<file path="src/rtl/mem_pkg.sv">
// ============================================================================
// Module      : mem_pkg
// Description : Definitions shared by the memory read and write paths.
//               - store FSM state encoding
//               - memory target select codes
//               - halfword count-code decode
//               - memory port and address widths
// Revision    : 1.0 - initial release
// ============================================================================
`default_nettype none

package mem_pkg;

    localparam int MEM_WIDTH  = 16;
    localparam int ADDR_WIDTH = 32;

    // CTRL[0] selects which memory receives the halfwords.
    localparam logic TGT_KERNEL = 1'b0;
    localparam logic TGT_PIC    = 1'b1;

    typedef enum logic [1:0] {
        ST_IDLE  = 2'd0,
        ST_ISSUE = 2'd1,
        ST_DONE  = 2'd2,
        ST_FAIL  = 2'd3
    } store_state_t;

    // CTRL[2:1] -> number of halfwords to write.
    // The reserved code 11 behaves like a full 3-halfword store.
    function automatic logic [1:0] decode_count(input logic [1:0] code);
        logic [1:0] n;
        n = 2'd3;
        case (code)
            2'b00:   n = 2'd1;
            2'b01:   n = 2'd2;
            default: n = 2'd3;
        endcase
        return n;
    endfunction

endpackage

`default_nettype wire

</file>
<file path="src/rtl/halfword_serializer.sv">
// ============================================================================
// Module      : halfword_serializer
// Description : Holds a latched store word and hands it out one halfword at a
//               time, lowest halfword first.
// Ports       : CLK, RESET     - clock, asynchronous active-low reset
//               load           - capture data_in / count_in
//               data_in        - full store word
//               count_in       - number of halfwords to emit (1..3)
//               advance        - current halfword accepted, move to next
//               data_lo        - current halfword (registered)
//               last           - current halfword is the final one
// Revision    : 1.0 - initial release
// ============================================================================
`default_nettype none

module halfword_serializer
    import mem_pkg::*;
#(
    parameter int MEM_W  = MEM_WIDTH,
    parameter int DATA_W = 3 * MEM_WIDTH
) (
    input  logic              CLK,
    input  logic              RESET,
    input  logic              load,
    input  logic [DATA_W-1:0] data_in,
    input  logic [1:0]        count_in,
    input  logic              advance,
    output logic [MEM_W-1:0]  data_lo,
    output logic              last
);

    logic [DATA_W-1:0] shift_q;
    logic [1:0]        remain_q;

    always_ff @(posedge CLK or negedge RESET) begin
        if (!RESET) begin
            shift_q  <= '0;
            remain_q <= 2'd0;
        end else if (load) begin
            shift_q  <= data_in;
            remain_q <= count_in;
        end else if (advance) begin
            // Zero-fill from the top so the next halfword lands in the low slice.
            shift_q  <= {{MEM_W{1'b0}}, shift_q[DATA_W-1:MEM_W]};
            remain_q <= remain_q - 2'd1;
        end
    end

    // The low slice of the shift register is itself a flop, so the memory
    // data output stays fully registered.
    assign data_lo = shift_q[MEM_W-1:0];
    assign last    = (remain_q == 2'd1);

endmodule

`default_nettype wire

</file>
<file path="src/rtl/memory_store.sv">
// ============================================================================
// Module      : memory_store
// Description : Store path from the MEM stage. Splits a 48-bit store into
//               16-bit halfwords and writes them to the kernel or picture
//               memory, one write/acknowledge exchange per halfword.
// Ports       : CLK, RESET     - clock, asynchronous active-low reset
//               ENABLE         - request level, held for the transaction
//               CTRL           - [0] target, [2:1] halfword count code
//               ADDRESS        - [31:0] first halfword address
//               WRITE          - store data, [15:0] written first
//               HANDSHAKE      - store complete, held until ENABLE low
//               ERROR          - acknowledge timeout, held until ENABLE low
//               MEM_K_WE/P_WE  - kernel / picture write strobes
//               MEM_ADDRESS    - halfword address
//               MEM_WDATA      - halfword data
//               MEM_ACK        - memory accepted the current halfword
// Revision    : 1.0 - initial release
// ============================================================================
`default_nettype none

module memory_store
    import mem_pkg::*;
#(
    parameter int ADDR_W      = ADDR_WIDTH,
    parameter int DATA_W      = 3 * MEM_WIDTH,
    parameter int MEM_W       = MEM_WIDTH,
    parameter int ACK_TIMEOUT = 15,
    parameter int TO_W        = 4
) (
    input  logic              CLK,
    input  logic              RESET,
    input  logic              ENABLE,
    input  logic [2:0]        CTRL,
    input  logic [DATA_W-1:0] ADDRESS,
    input  logic [DATA_W-1:0] WRITE,
    output logic              HANDSHAKE,
    output logic              ERROR,
    output logic              MEM_K_WE,
    output logic              MEM_P_WE,
    output logic [ADDR_W-1:0] MEM_ADDRESS,
    output logic [MEM_W-1:0]  MEM_WDATA,
    input  logic              MEM_ACK
);

    localparam logic [TO_W-1:0] TO_LAST = TO_W'(ACK_TIMEOUT - 1);

    store_state_t    state;
    logic [TO_W-1:0] to_cnt;
    logic            last;
    logic            ser_load;
    logic            ser_advance;

    // Upper address bits of the request bus carry nothing for the store.
    logic            unused_addr_hi;
    assign unused_addr_hi = ^ADDRESS[DATA_W-1:ADDR_W];

    assign ser_load    = (state == ST_IDLE) && ENABLE;
    assign ser_advance = (state == ST_ISSUE) && ENABLE && MEM_ACK && !last;

    halfword_serializer #(
        .MEM_W  (MEM_W),
        .DATA_W (DATA_W)
    ) u_serializer (
        .CLK      (CLK),
        .RESET    (RESET),
        .load     (ser_load),
        .data_in  (WRITE),
        .count_in (decode_count(CTRL[2:1])),
        .advance  (ser_advance),
        .data_lo  (MEM_WDATA),
        .last     (last)
    );

    always_ff @(posedge CLK or negedge RESET) begin
        if (!RESET) begin
            state       <= ST_IDLE;
            to_cnt      <= '0;
            HANDSHAKE   <= 1'b0;
            ERROR       <= 1'b0;
            MEM_K_WE    <= 1'b0;
            MEM_P_WE    <= 1'b0;
            MEM_ADDRESS <= '0;
        end else begin
            case (state)
                ST_IDLE: begin
                    HANDSHAKE <= 1'b0;
                    ERROR     <= 1'b0;
                    if (ENABLE) begin
                        MEM_ADDRESS <= ADDRESS[ADDR_W-1:0];
                        MEM_K_WE    <= (CTRL[0] == TGT_KERNEL);
                        MEM_P_WE    <= (CTRL[0] == TGT_PIC);
                        to_cnt      <= '0;
                        state       <= ST_ISSUE;
                    end
                end

                ST_ISSUE: begin
                    // Abort beats a simultaneous ACK; ACK beats timeout expiry.
                    if (!ENABLE) begin
                        MEM_K_WE <= 1'b0;
                        MEM_P_WE <= 1'b0;
                        to_cnt   <= '0;
                        state    <= ST_IDLE;
                    end else if (MEM_ACK) begin
                        to_cnt <= '0;
                        if (last) begin
                            MEM_K_WE <= 1'b0;
                            MEM_P_WE <= 1'b0;
                            state    <= ST_DONE;
                        end else begin
                            MEM_ADDRESS <= MEM_ADDRESS + 1'b1;
                        end
                    end else if (to_cnt == TO_LAST) begin
                        MEM_K_WE <= 1'b0;
                        MEM_P_WE <= 1'b0;
                        to_cnt   <= '0;
                        state    <= ST_FAIL;
                    end else begin
                        to_cnt <= to_cnt + 1'b1;
                    end
                end

                ST_DONE: begin
                    if (!ENABLE) begin
                        HANDSHAKE <= 1'b0;
                        state     <= ST_IDLE;
                    end else begin
                        HANDSHAKE <= 1'b1;
                    end
                end

                ST_FAIL: begin
                    HANDSHAKE <= 1'b0;
                    if (!ENABLE) begin
                        ERROR <= 1'b0;
                        state <= ST_IDLE;
                    end else begin
                        ERROR <= 1'b1;
                    end
                end

                default: begin
                    state <= ST_IDLE;
                end
            endcase
        end
    end

endmodule

`default_nettype wire

</file>
<file path="config.mk">
export PLATFORM = sky130hd
export DESIGN_NAME = memory_store
export DESIGN_NICKNAME = d
export VERILOG_FILES = /design/src/rtl/mem_pkg.sv /design/src/rtl/halfword_serializer.sv /design/src/rtl/memory_store.sv
export SDC_FILE = /design/constraint.sdc
export NUM_CORES = 1
export LEC_CHECK = 0
export ABC_AREA = 1
export BUFFER_PORTS_ARGS = -buffer_cell sky130_fd_sc_hd__buf_2
export CORE_AREA = 2 2 129 131
export CTS_CLUSTER_DIAMETER = 60
export DETAILED_ROUTE_END_ITERATION = 10
export DIE_AREA = 0 0 131 133
export MAX_ROUTING_LAYER = met4
export PLACE_DENSITY = 0.71
export RECOVER_POWER = 100
export SLEW_MARGIN = 20
export SYNTH_ARGS = -nofsm -noshare
export SYNTH_HDL_FRONTEND = slang
export SYNTH_HIERARCHICAL = 1
export SYNTH_SLANG_ARGS = --single-unit
export TNS_END_PERCENT = 1
</file>
<file path="constraint.sdc">
create_clock -name CLK -period 1.75 [get_ports CLK]
set_input_delay 0.175 -clock CLK [delete_from_list [all_inputs] [get_ports CLK]]
set_output_delay 0.175 -clock CLK [all_outputs]
set_load 0.02 [all_outputs]
</file>
==> results.py <==
metrics = {
    "cts": {
        "numCtsBuffers": 9,
        "clock_insertion_delay_worst_skew_ns": 0.35,
        "clk_transition_reported_paths_ns": 0.07,
        "clock_tree.root_cell": "clkbuf_16",
        "clock_tree.htree_level_count": 3,
        "clk_path_buf_depth": 2,
        "cts_tree": "yes",
        "clock_sinks": 92,
    },
    "power": {
        "vdd_ir_drop_max_mv": 0.574,
        "design_power_total_w": 0.0120,
        "power_density_nw_per_um2": 1800,
        "cellLeakagePower_nw": 3.30,
    },
    "sta": {
        "rsz0062_at_grt": "yes",
        "timing.final.setup_violations": 0,
        "final.setup_skew_ns": 0.0110,
        "layout_setup_ws_ns": 0.0945,
        "tns_ns": 0,
        "timing.final.crit_share_pct": 94.6,
        "fmaxAchievable_mhz": 604,
        "worst-slew-pin-transition_ns": 0.736,
        "slew_headroom_pct": 50.9,
        "slew_violations": 0,
        "final-hold-violation-count": 0,
        "period_minus_slack_ns": 1.66,
    },
    "global_routing": {
        "number_of_antenna_violations_at_the_first_check_in_global_routing": 0,
        "gr_ovfl_total": 0,
        "global_route_wire_length_before_repair_um": 23200,
        "grt_max_degree": 59,
        "grt_pass1_vias": 4913,
        "groute.usage.overall_pct": 17.1,
    },
    "detailed_routing": {
        "drtPass1Iterations": 4,
        "detail_route.wirelength.met1_um": 6610,
        "detail_route.iter0.violations": 399,
        "drt.antenna.violating_nets": 0,
        "remaining_design_rule_violation_count": 0,
        "route.vias.total": 5178,
        "detail_route.wl_per_cell_um": 13.1,
        "top_layer_used": "met4",
        "route.met3.wl_um": 734,
        "wl_met2_um": 6910,
        "detail_route.wirelength_um": 14500,
        "vias_per_cell": 4.66,
    },
    "critical_path": {
        "critical_path.startpoint": "state[0]",
        "endpoint_of_the_most_critical_register_to_register_path": "MEM_ADDRESS[2]",
        "criticalPathCategory": "reg2reg",
        "worst_path_most_repeated_cell": "a21oi_1",
        "cp.arrival_ns": 1.89,
        "reg2reg_slack_ns": 0.09,
        "cp-start-kind": "flip-flop",
        "cp.required_ns": 1.98,
        "critical_path.max_fanout": 17,
        "cp_top_family": "buffers and inverters",
        "crit_path_end_kind": "flip-flop",
        "r2r_start": "state[0]",
        "worst_setup_path_endpoint": "MEM_ADDRESS[2]",
        "reg2reg_depth": 9,
        "cpMaxStageDelayCell": "dfrtp_2",
        "crit_path_buffers_inverters": 4,
        "critPathMaxStageDelay_ns": 0.45,
        "critical_path_depth": 9,
        "worstPathCellList": "inv_2 > ha_1 > nand2_2 > inv_4 > o22ai_4 > buf_12 > clkbuf_16 > a21oi_1 > a21oi_1",
    },
    "floorplanning": {
        "core_um2": 16200,
        "die_y_extent_um": 133,
        "die-area_um2": 17400,
        "die_width_um": 131,
        "initial_core_util_pct": 33.9,
        "num_io_pins": 155,
        "placementRows": 47,
    },
    "synth": {
        "synth_top_cells_by_area": "dfrtp_1 42%, nand2_1 19%, nand3_1 9.9%, nor2_1 5.4%, buf_4 3.6%",
        "synth-seq-area-share_pct": 42.0,
        "postSynth.topFlopCell": "dfrtp_1",
        "post-synth-top-area-fraction_pct": 42.0,
        "postSynth.asyncResetShare_pct": 100,
        "synth_cell_type_count": 34,
        "ys_ff_latch": 92,
        "avgSynthCellArea_um2": 7.18,
        "count_of_flip_flops_with_a_built_in_enable_after_synthesis": 0,
        "synthDominantAreaCellType": "dfrtp_1",
        "yosysWarnings": 6,
        "synthesized_netlist_net_count": 876,
        "yosys.cell_count.top_type": "nand2_1",
        "synthTopCellsByCount": "283 x nand2_1, 109 x nand3_1, 92 x dfrtp_1",
        "post_synthesis_cell_count": 764,
        "area_of_the_mapped_netlist_um2": 5490,
    },
    "final_layout": {
        "numnets_final": 998,
        "layout-drive-gt1-share_pct": 18.7,
        "num_antenna_cells": 0,
        "area_growth_syn_to_layout_pct": 21.5,
        "filler_cell_count": 1664,
        "stdcell_count": 1111,
    },
    "place": {
        "pre_cts_setup_slack_ns": -0.0421,
        "portBuffers": 138,
        "finalWeightedCongestion": 0.870,
        "hpwlAfterDp_um": 10500,
        "placed_cells_incl_taps": 1092,
    },
    "hold_path": {
        "worst_hold_path_startpoint": "WRITE[43]",
        "min-delay-path-class": "in2reg",
    },
    "run_status": {
        "outcome": "finished, final reports clean",
    },
    "job": {
        "drv_cap": 0,
    },
}
==> cell usage in the layout, fill, tap and decap left out, types with 3 or more instances in the layout <==
cell,Yosys,final
ha_1,9,7
nor2_1,79,79
buf_2,15,89
nand2_1,283,282
clkbuf_16,0,10
clkbuf_1,2,50
nand2_2,9,9
nand3b_1,5,5
dfrtp_1,92,91
a21o_1,3,3
buf_4,26,6
o22ai_1,4,4
o21ai_0,16,15
buf_12,0,7
nor2_4,10,10
nand3_1,109,109
inv_2,5,5
inv_1,47,45
o21ai_1,12,13
or2_2,3,3
inv_4,1,3
a21oi_1,12,12
inv_6,0,3
buf_6,5,3
nor2_2,3,3
==> metrics by stage <==
stage	hold WS [ns]	area (um^2)	utilization, %
after floorplan	-0.121	5490	-
after global placement	0.135	6350	39.2
after detailed placement	0.135	6350	39.2
after CTS	0.00513	6660	41.2
after global routing	0.0178	6670	41.2
final	0.0193	6670	41.2
==> per-layer routing <==
layer,global-route usage [%],vias to the layer above
met5,-,-
met4,5.67,0
met3,2.55,13
met2,27.6,138
met1,22.0,2375
li1,-,2652
==> area by class of cell <==
type	count	area (um^2)	share of cell area, %
Multi-Input combinational cell	571	2680	40.2
Inverter	53	206	3.10
Timing Repair Buffer	159	901	13.5
Tap cell	220	275	4.13
Clock inverter	6	70.1	1.05
Clock buffer	10	229	3.44
Sequential cell	92	2300	34.6
==> worst min-delay path: stages <==
cell and delay, ns:
buf_2 0.07, nand2_1 0.04, nand2_1 0.05
==> kinds of logic after synthesis <==
group | Yosys count | share of synthesized area, %
buffers and inverters | 101 | 9.76
AND/OR/NAND/NOR | 505 | 40.1
adder cells (fa/ha/maj) | 9 | 2.05
AO/OA/AOI/OAI | 56 | 5.97
flip-flops | 92 | 42.0
XOR/XNOR | 1 | 0.160
==> sequential cells by signal (all words and copies together), names as in the netlist <==
signal,cells
u_serializer/remain_q,2
MEM_K_WE,1
MEM_ADDRESS,32
state,2
ERROR,1
to_cnt,4
u_serializer/shift_q,48
HANDSHAKE,1
MEM_P_WE,1
==> worst min-delay path by stage <==
| stage | slack (ns) | end | cells after the start |
|---|---|---|---|
| final | 0.02 | u_serializer/shift_q[43] | 3 |
| after global routing | 0.02 | u_serializer/shift_q[43] | 3 |
| after CTS | 0.005 | u_serializer/shift_q[47] | 3 |
| after detailed placement | 0.14 | MEM_ADDRESS[0] | 1 |
| after global placement | 0.13 | MEM_ADDRESS[1] | 1 |
| after floorplan | -0.12 | ERROR | 0 |
==> power by group <==
part           switching, W  internal (W)
clock network      0.000871       0.00112
logic               0.00386       0.00211
registers          0.000916       0.00310
total               0.00565       0.00634
==> timing repair <==
item | 4_1_cts | 5_1_grt
resized for setup | 1 | 14
gates cloned | 0 | 1
setup buffers | 0 | 1
endpoints found under the hold margin | 26 | 0
pin swaps | 0 | 2
setup endpoints to repair | 33 | 77
hold buffers | 1 | 0
Note: power is estimated with default switching activity, not from simulation.
